## config.mk

```make
export PLATFORM = sky130hd
export DESIGN_NAME = display_scanner_flat
export DESIGN_NICKNAME = d
export VERILOG_FILES = /design/src/rtl/display_scanner_pkg.sv /design/src/rtl/display_scanner_if.sv /design/src/rtl/display_scanner_scan_timer.sv /design/src/rtl/display_scanner.sv /design/src/flat_wrapper.sv
export SDC_FILE = /design/constraint.sdc
export NUM_CORES = 1
export LEC_CHECK = 0
export ABC_AREA = 1
export CAP_MARGIN = 20
export CORE_MARGIN = 4
export CORE_UTILIZATION = 35
export CTS_CLUSTER_DIAMETER = 200
export DETAILED_ROUTE_END_ITERATION = 7
export PLACE_DENSITY_LB_ADDON = 0.05
export SLEW_MARGIN = 20
export SYNTH_ARGS = -nofsm -noshare
export SYNTH_HDL_FRONTEND = slang
export SYNTH_SLANG_ARGS = --single-unit
```

## constraint.sdc

```tcl
create_clock -name clk -period 2 [get_ports clk]
set_clock_uncertainty 0.2 [all_clocks]
set_input_delay 0.3 -clock clk [delete_from_list [all_inputs] [get_ports clk]]
set_output_delay 0.3 -clock clk [all_outputs]
set_load 0.005 [all_outputs]
```

## src/rtl/display_scanner_pkg.sv

```systemverilog
// display_pkg: shared game-state enum and 7-seg character codes for the display_scanner slice.
package display_pkg;
  typedef enum logic [2:0] {SECRET_J1, SECRET_J2, GUESS_J1, GUESS_J2, RESULT, FIM} state_t;
  localparam int CODE_W_DEF = 6;
  localparam logic [CODE_W_DEF-1:0] BLANK_CODE = 6'b100000;
  function automatic logic [CODE_W_DEF-1:0] glyph(input logic [3:0] g);
    return {1'b0, g, 1'b0};
  endfunction
  localparam logic [CODE_W_DEF-1:0] C_J = 6'b001011;
  localparam logic [CODE_W_DEF-1:0] C_S = glyph(4'd13);
  localparam logic [CODE_W_DEF-1:0] C_E = glyph(4'd7);
  localparam logic [CODE_W_DEF-1:0] C_T = glyph(4'd15);
  localparam logic [CODE_W_DEF-1:0] C_U = glyph(4'd14);
  localparam logic [CODE_W_DEF-1:0] C_P = glyph(4'd12);
  localparam logic [CODE_W_DEF-1:0] C_G = glyph(4'd6);
  localparam logic [CODE_W_DEF-1:0] C_B = glyph(4'd8);
  localparam logic [CODE_W_DEF-1:0] C_L = glyph(4'd9);
  localparam logic [CODE_W_DEF-1:0] C_Y = glyph(4'd4);
  localparam logic [CODE_W_DEF-1:0] C_O = glyph(4'd0);
  localparam logic [CODE_W_DEF-1:0] C_V = glyph(4'd10);
  localparam logic [CODE_W_DEF-1:0] C_A = glyph(4'd11);
endpackage

```

## src/rtl/display_scanner_if.sv

```systemverilog
// display_scanner_if: frame-load handshake and scan outputs between display logic and the scanner.
interface display_scanner_if #(parameter int N_DIGITS = 8, parameter int CODE_W = 6);
  localparam int IW = $clog2(N_DIGITS);
  logic load;
  logic [N_DIGITS*CODE_W-1:0] codes_in;
  logic [N_DIGITS-1:0] blink_mask;
  logic load_ack;
  logic frame_start;
  logic [N_DIGITS-1:0] an_n;
  logic [CODE_W-1:0] code_out;
  logic [IW-1:0] digit_idx;
  modport master(output load, codes_in, blink_mask, input load_ack, frame_start, an_n, code_out, digit_idx);
  modport slave(input load, codes_in, blink_mask, output load_ack, frame_start, an_n, code_out, digit_idx);
endinterface

```

## src/rtl/display_scanner_scan_timer.sv

```systemverilog
// scan_timer: refresh prescaler and digit index counter with slot/frame strobes.
module scan_timer #(
  parameter int N_DIGITS = 8,
  parameter int REFRESH_DIV = 100000
) (
  input  logic clk,
  input  logic rst_n,
  output logic [$clog2(N_DIGITS)-1:0] digit_idx,
  output logic slot_tick,
  output logic frame_wrap
);
  localparam int PW = $clog2(REFRESH_DIV);
  localparam int IW = $clog2(N_DIGITS);
  logic [PW-1:0] cnt;
  assign slot_tick = cnt == PW'(REFRESH_DIV - 1);
  assign frame_wrap = slot_tick && digit_idx == IW'(N_DIGITS - 1);
  always_ff @(posedge clk or negedge rst_n) begin
    if (!rst_n) begin
      cnt <= '0;
      digit_idx <= '0;
    end else begin
      cnt <= slot_tick ? '0 : cnt + 1'b1;
      if (slot_tick) digit_idx <= frame_wrap ? '0 : digit_idx + 1'b1;
    end
  end
endmodule

```

## src/rtl/display_scanner.sv

```systemverilog
// display_scanner: tear-free double-buffered 7-seg scanner; define DISPLAY_BLINK_EN for per-digit blinking.
module display_scanner
  import display_pkg::*;
#(
  parameter int N_DIGITS = 8,
  parameter int CODE_W = CODE_W_DEF,
  parameter int REFRESH_DIV = 100000,
  parameter int BLINK_FRAMES = 64
) (
  input logic clk,
  input logic rst_n,
  display_scanner_if.slave bus
);
  localparam int IW = $clog2(N_DIGITS);
  localparam logic [CODE_W-1:0] BLANK = {1'b1, {(CODE_W-1){1'b0}}};
  logic [N_DIGITS-1:0][CODE_W-1:0] active, pending;
  logic pending_valid, slot_tick, frame_wrap, wrap, dark;
  logic [IW-1:0] idx;
  logic [CODE_W-1:0] cur;
  scan_timer #(.N_DIGITS(N_DIGITS), .REFRESH_DIV(REFRESH_DIV)) u_timer (
    .clk(clk), .rst_n(rst_n), .digit_idx(idx), .slot_tick(slot_tick), .frame_wrap(frame_wrap)
  );
  assign wrap = slot_tick & frame_wrap;
  assign cur = active[idx];
  assign bus.digit_idx = idx;
`ifdef DISPLAY_BLINK_EN
  localparam int FW = $clog2(BLINK_FRAMES + 1);
  logic [FW-1:0] fcnt;
  logic phase_on, last;
  assign last = fcnt == FW'(BLINK_FRAMES - 1);
  always_ff @(posedge clk or negedge rst_n) begin
    if (!rst_n) begin
      fcnt <= '0;
      phase_on <= 1'b1;
    end else if (wrap) begin
      fcnt <= last ? '0 : fcnt + 1'b1;
      if (last) phase_on <= ~phase_on;
    end
  end
  assign dark = cur[CODE_W-1] | (bus.blink_mask[idx] & ~phase_on);
`else
  wire unused_mask = ^bus.blink_mask;
  assign dark = cur[CODE_W-1];
`endif
  always_ff @(posedge clk or negedge rst_n) begin
    if (!rst_n) begin
      active <= {N_DIGITS{BLANK}};
      pending <= {N_DIGITS{BLANK}};
      pending_valid <= 1'b0;
      bus.load_ack <= 1'b0;
      bus.frame_start <= 1'b0;
      bus.an_n <= '1;
      bus.code_out <= BLANK;
    end else begin
      bus.load_ack <= wrap && (bus.load || pending_valid);
      bus.frame_start <= wrap;
      // a load landing on the wrap cycle skips the pending stage entirely
      if (wrap && bus.load) begin
        active <= bus.codes_in;
        pending_valid <= 1'b0;
      end else if (wrap && pending_valid) begin
        active <= pending;
        pending_valid <= 1'b0;
      end else if (bus.load) begin
        pending <= bus.codes_in;
        pending_valid <= 1'b1;
      end
      bus.code_out <= cur;
      bus.an_n <= dark ? '1 : ~(N_DIGITS'(1) << idx);
    end
  end
endmodule

```

## src/flat_wrapper.sv

```systemverilog
// flat-port wrapper written by rule: the top's interface ports become plain ports
module display_scanner_flat import display_pkg::*;
#(
  parameter int N_DIGITS = 8,
  parameter int CODE_W = CODE_W_DEF,
  parameter int REFRESH_DIV = 100000,
  parameter int BLINK_FRAMES = 64
)
  (clk, rst_n, bus_load, bus_codes_in, bus_blink_mask, bus_load_ack, bus_frame_start, bus_an_n, bus_code_out, bus_digit_idx);
  display_scanner_if #(.N_DIGITS(N_DIGITS), .CODE_W(CODE_W)) bus_i ();
  input logic clk;
  input logic rst_n;
  input wire logic [$bits(bus_i.load)-1:0] bus_load;
  input wire logic [$bits(bus_i.codes_in)-1:0] bus_codes_in;
  input wire logic [$bits(bus_i.blink_mask)-1:0] bus_blink_mask;
  output wire logic [$bits(bus_i.load_ack)-1:0] bus_load_ack;
  output wire logic [$bits(bus_i.frame_start)-1:0] bus_frame_start;
  output wire logic [$bits(bus_i.an_n)-1:0] bus_an_n;
  output wire logic [$bits(bus_i.code_out)-1:0] bus_code_out;
  output wire logic [$bits(bus_i.digit_idx)-1:0] bus_digit_idx;
  assign bus_i.load = bus_load;
  assign bus_i.codes_in = bus_codes_in;
  assign bus_i.blink_mask = bus_blink_mask;
  assign bus_load_ack = bus_i.load_ack;
  assign bus_frame_start = bus_i.frame_start;
  assign bus_an_n = bus_i.an_n;
  assign bus_code_out = bus_i.code_out;
  assign bus_digit_idx = bus_i.digit_idx;
  display_scanner #(.N_DIGITS(N_DIGITS), .CODE_W(CODE_W), .REFRESH_DIV(REFRESH_DIV), .BLINK_FRAMES(BLINK_FRAMES)) u_core (.clk(clk), .rst_n(rst_n), .bus(bus_i));
endmodule
```

==> impl_results.rst <==
.. list-table::
   :header-rows: 1

   * - Metric
     - Value
   * - Number of nets with antenna violations after detailed routing
     - 0
   * - CTS Buf Count
     - 17
   * - Share of post-route cells with drive strength above 1
     - 0.214
   * - Worst Path Arrival
     - 2.16 ns
   * - HP Start
     - bus_load
   * - Number of cell instances on the worst register-to-register path
     - 11
   * - Leakage Power
     - 4.80 nW
   * - Detailed Place HPWL
     - 11.6 mm
   * - Tightest slew margin relative to the limit
     - 0.663
   * - Largest vdd supply drop
     - 576 uV
   * - Reg clk slew, reported paths
     - 0.05 ns
   * - Peak clock frequency supported by timing
     - 0.499 GHz
   * - Maximum level of the CTS H-tree
     - 4
   * - Instance count of the mapped netlist
     - 882
   * - Number of design-rule violations left by the first detailed-router iteration
     - 378
   * - Maximum clock insertion buffer count
     - 2
   * - Synth Warn #
     - 0
   * - Result of the run
     - complete, but fails checks
   * - Leading area contributor after synthesis
     - dfrtp_1
   * - Final Hold Vio Count
     - 0
   * - Layout-stage area growth over the synthesis result
     - 38.3%
   * - Gr ovfl total
     - 0
   * - Skew-Pair Late Insertion Delay
     - 0.42 ns
   * - Final GP Congestion
     - 0.840
   * - Ranking of synthesized cells by area
     - dfrtp_1 (41%), nand2_1 (19%), dfstp_2 (9.9%)
   * - Commonest non-fill, non-tap cells in the layout
     - nand2_1 (293), dfrtp_1 (107), nor2_1 (103)
   * - Reg2Reg Launch Point
     - u_core.u_timer.cnt[1]
   * - Average size of a mapped cell
     - 7.49 um^2
   * - Utilization of the core after routing
     - 0.500
   * - Critical Path End Type
     - flip-flop
   * - RSZ-0062 raised after global routing
     - yes
   * - Port-buffer cells
     - 69
   * - Number of distinct library cell variants in the gate-level netlist after synthesis
     - 31
   * - Period Utilization, post-route
     - 1.00
   * - Setup WS pre-CTS
     - 0.0235 ns
   * - Transition time of the tightest slew-check pin
     - 0.506 ns
   * - R2R Setup Slk
     - -0.005 ns
   * - Proportion of netlist area held by the largest area contributor
     - 0.409
   * - Initial antenna violation count
     - 0
   * - Sequential share of the synthesized area
     - 0.508
   * - Via density per instance
     - 4.77
   * - DRC
     - 0
   * - Global-route usage over all layers
     - 0.167
   * - Via count of the first global-routing pass
     - 5576
   * - Net count reported at finish
     - 1052
   * - Routed vias
     - 5857
   * - Number of slew-limit violations in the final report
     - 0
   * - Hold endpoint
     - u_core.pending_valid
   * - Worst hold path depth
     - 3
   * - Worst flop-to-flop path endpoint
     - u_core.pending[17]
   * - Starting density of the core
     - 0.362
   * - Data required, critical path
     - 2.16 ns
   * - IO Pins
     - 78
   * - Count of endpoints failing setup in the final report
     - 2
   * - CTS tree
     - done
   * - Leading cell type in the layout, fill and taps excluded
     - nand2_1
   * - Final min period
     - 2.00 ns
   * - Violated checks
     - setup timing
   * - Post-Synthesis Net Count
     - 948
   * - Synth Register Bits
     - 133
   * - Die W
     - 145 um
   * - Total power density per cell area
     - 721 nW/um^2
   * - Pin count of the biggest net entering global routing
     - 53
   * - Biggest fanout along the worst timing path
     - 13
   * - Initial DRT Pass Iterations
     - 6
   * - Die Outline Area
     - 21100 um^2
   * - Max_cap viols
     - 0
   * - Least setup slack across all paths after layout
     - -0.00450 ns
   * - Wire length of the first global-routing pass
     - 28.5 mm
   * - Antenna diode count
     - 0
   * - Wire length per cell
     - 16.1 um
   * - Kind of start point of the critical path
     - flip-flop
   * - Drt total wl
     - 19.8 mm
   * - Count of clock tree sinks
     - 133
   * - Height of the die
     - 145 um
   * - Fillcell total
     - 1751
   * - Worst min-delay path category
     - in2reg
   * - CTS Root Cell
     - clkbuf_16
   * - Crit Path Category
     - reg2reg
   * - Post-synthesis instance area
     - 6610 um^2
   * - Placeable Area
     - 18300 um^2
   * - Standard-cell row count
     - 49
synth_stat cells:
| library cell | number |
|---|---|
| nand3_1 | 59 |
| and3_1 | 1 |
| o21ai_0 | 34 |
| nor2_1 | 144 |
| nor3_1 | 4 |
| nand2_4 | 1 |
| nor4_1 | 1 |
| buf_1 | 4 |
| a21oi_1 | 4 |
| o22a_1 | 2 |
| xnor2_1 | 1 |
| nand2_2 | 1 |
| nand3_4 | 2 |
| inv_1 | 73 |
| inv_2 | 4 |
| nand2_1 | 334 |
| o22ai_1 | 13 |
| nand3_2 | 1 |
| nor2_4 | 1 |
| dfrtp_1 | 108 |
| nand3b_1 | 2 |
| nor2_8 | 1 |
| xor2_1 | 5 |
| nand4_1 | 5 |
| or2_2 | 1 |
| buf_6 | 8 |
| dfstp_2 | 25 |
| ha_1 | 7 |
| buf_2 | 13 |
| nor2_2 | 2 |
| clkbuf_1 | 21 |
worst max-delay path: stages, from the launching register on:
cell and delay [ns]:
dfrtp_1 0.35, ha_2 0.20, nand2_2 0.07, nor2_4 0.14, nand3_4 0.12, nor2_8 0.19, buf_12 0.13, nand2_8 0.09
nand2_8 0.14, clkbuf_16 0.19, nand2_1 0.05, nand2_1 0.06
power breakdown:
part	switching [mW]	leakage (nW)	total [mW]	internal, mW
Sequential	0.0546	1.68	2.85	2.79
Clock	1.10	0.299	3.22	2.13
Combinational	0.281	2.83	0.513	0.232
per-layer routing:
layer / vias up / part of all wire / global-route usage
li1: 2926 / - / -
met1: 2760 / 0.47 / 0.232
met2: 151 / 0.47 / 0.261
met3: 20 / 0.048 / 0.0392
met4: 0 / 0.012 / 0.0480
met5: - / 0 / 0
worst max-delay path by stage:
| stage | startpoint | slack [ns] | to | cells past startpoint |
|---|---|---|---|---|
| after detailed placement | u_core.u_timer.cnt[0] | 0.02 | u_core.active[38] | 10 |
| after floorplan | u_core.u_timer.digit_idx[1] | 0.11 | u_core.active[24] | 8 |
| after CTS | u_core.u_timer.cnt[0] | 0.0007 | u_core.active[0] | 10 |
| final | u_core.u_timer.cnt[1] | -0.005 | u_core.pending[17] | 11 |
| after global placement | u_core.u_timer.cnt[0] | 0.02 | u_core.active[0] | 9 |
| after global routing | u_core.u_timer.cnt[1] | -0.08 | u_core.pending[0] | 11 |
state kept, by name, indices dropped and copies added (netlist names):
register                  count
u_core.u_timer.digit_idx      3
u_core.pending_valid          1
u_core.bus.frame_start        1
u_core.u_timer.cnt           17
u_core.active                48
u_core.bus.code_out           6
u_core.pending               48
u_core.bus.load_ack           1
u_core.bus.an_n               8
stage by stage:
step | hold slack [ns] | instance area, um^2 | setup TNS, ns | cells | power, mW
after detailed placement | 0.108 | 7690 | 0 | 1167 | 3.33
final | 0.0456 | 9140 | -0.00476 | 1228 | 6.58
after global routing | 0.0786 | 9140 | -4.26 | 1228 | 6.85
after floorplan | -0.196 | 6610 | 0 | 882 | 3.08
after CTS | 0.0233 | 8390 | 0 | 1204 | 6.60
after global placement | 0.107 | 7690 | 0 | 1167 | 3.32
cells by family after synthesis:
kind of cell	after synthesis	synth area share
adders and majority gates	7	0.0133
AOI/OAI and AO/OA	53	0.0437
buffers and inverters	123	0.0814
DFF	133	0.508
xor gates and xnor gates	6	0.00795
and+or+nand+nor	560	0.345
layout make-up:
class	count	area, um^2	share of cell area
clock inverters	4	95.1	0.0104
clock buffers	28	517	0.0566
multi-input cells	626	3030	0.332
inverters	77	289	0.0316
flip-flops and latches	133	3360	0.368
well taps	229	287	0.0314
repair buffers	131	1560	0.170
timing repair:
action	in CTS	in global routing
hold buffers	1	0
gates resized for setup	8	111
hold endpoints to repair	20	0
cloned	1	14
setup buffers	3	10
pin swaps	0	9
setup endpoints to repair	3	99
No activity file was read; power rests on OpenSTA's default activity.
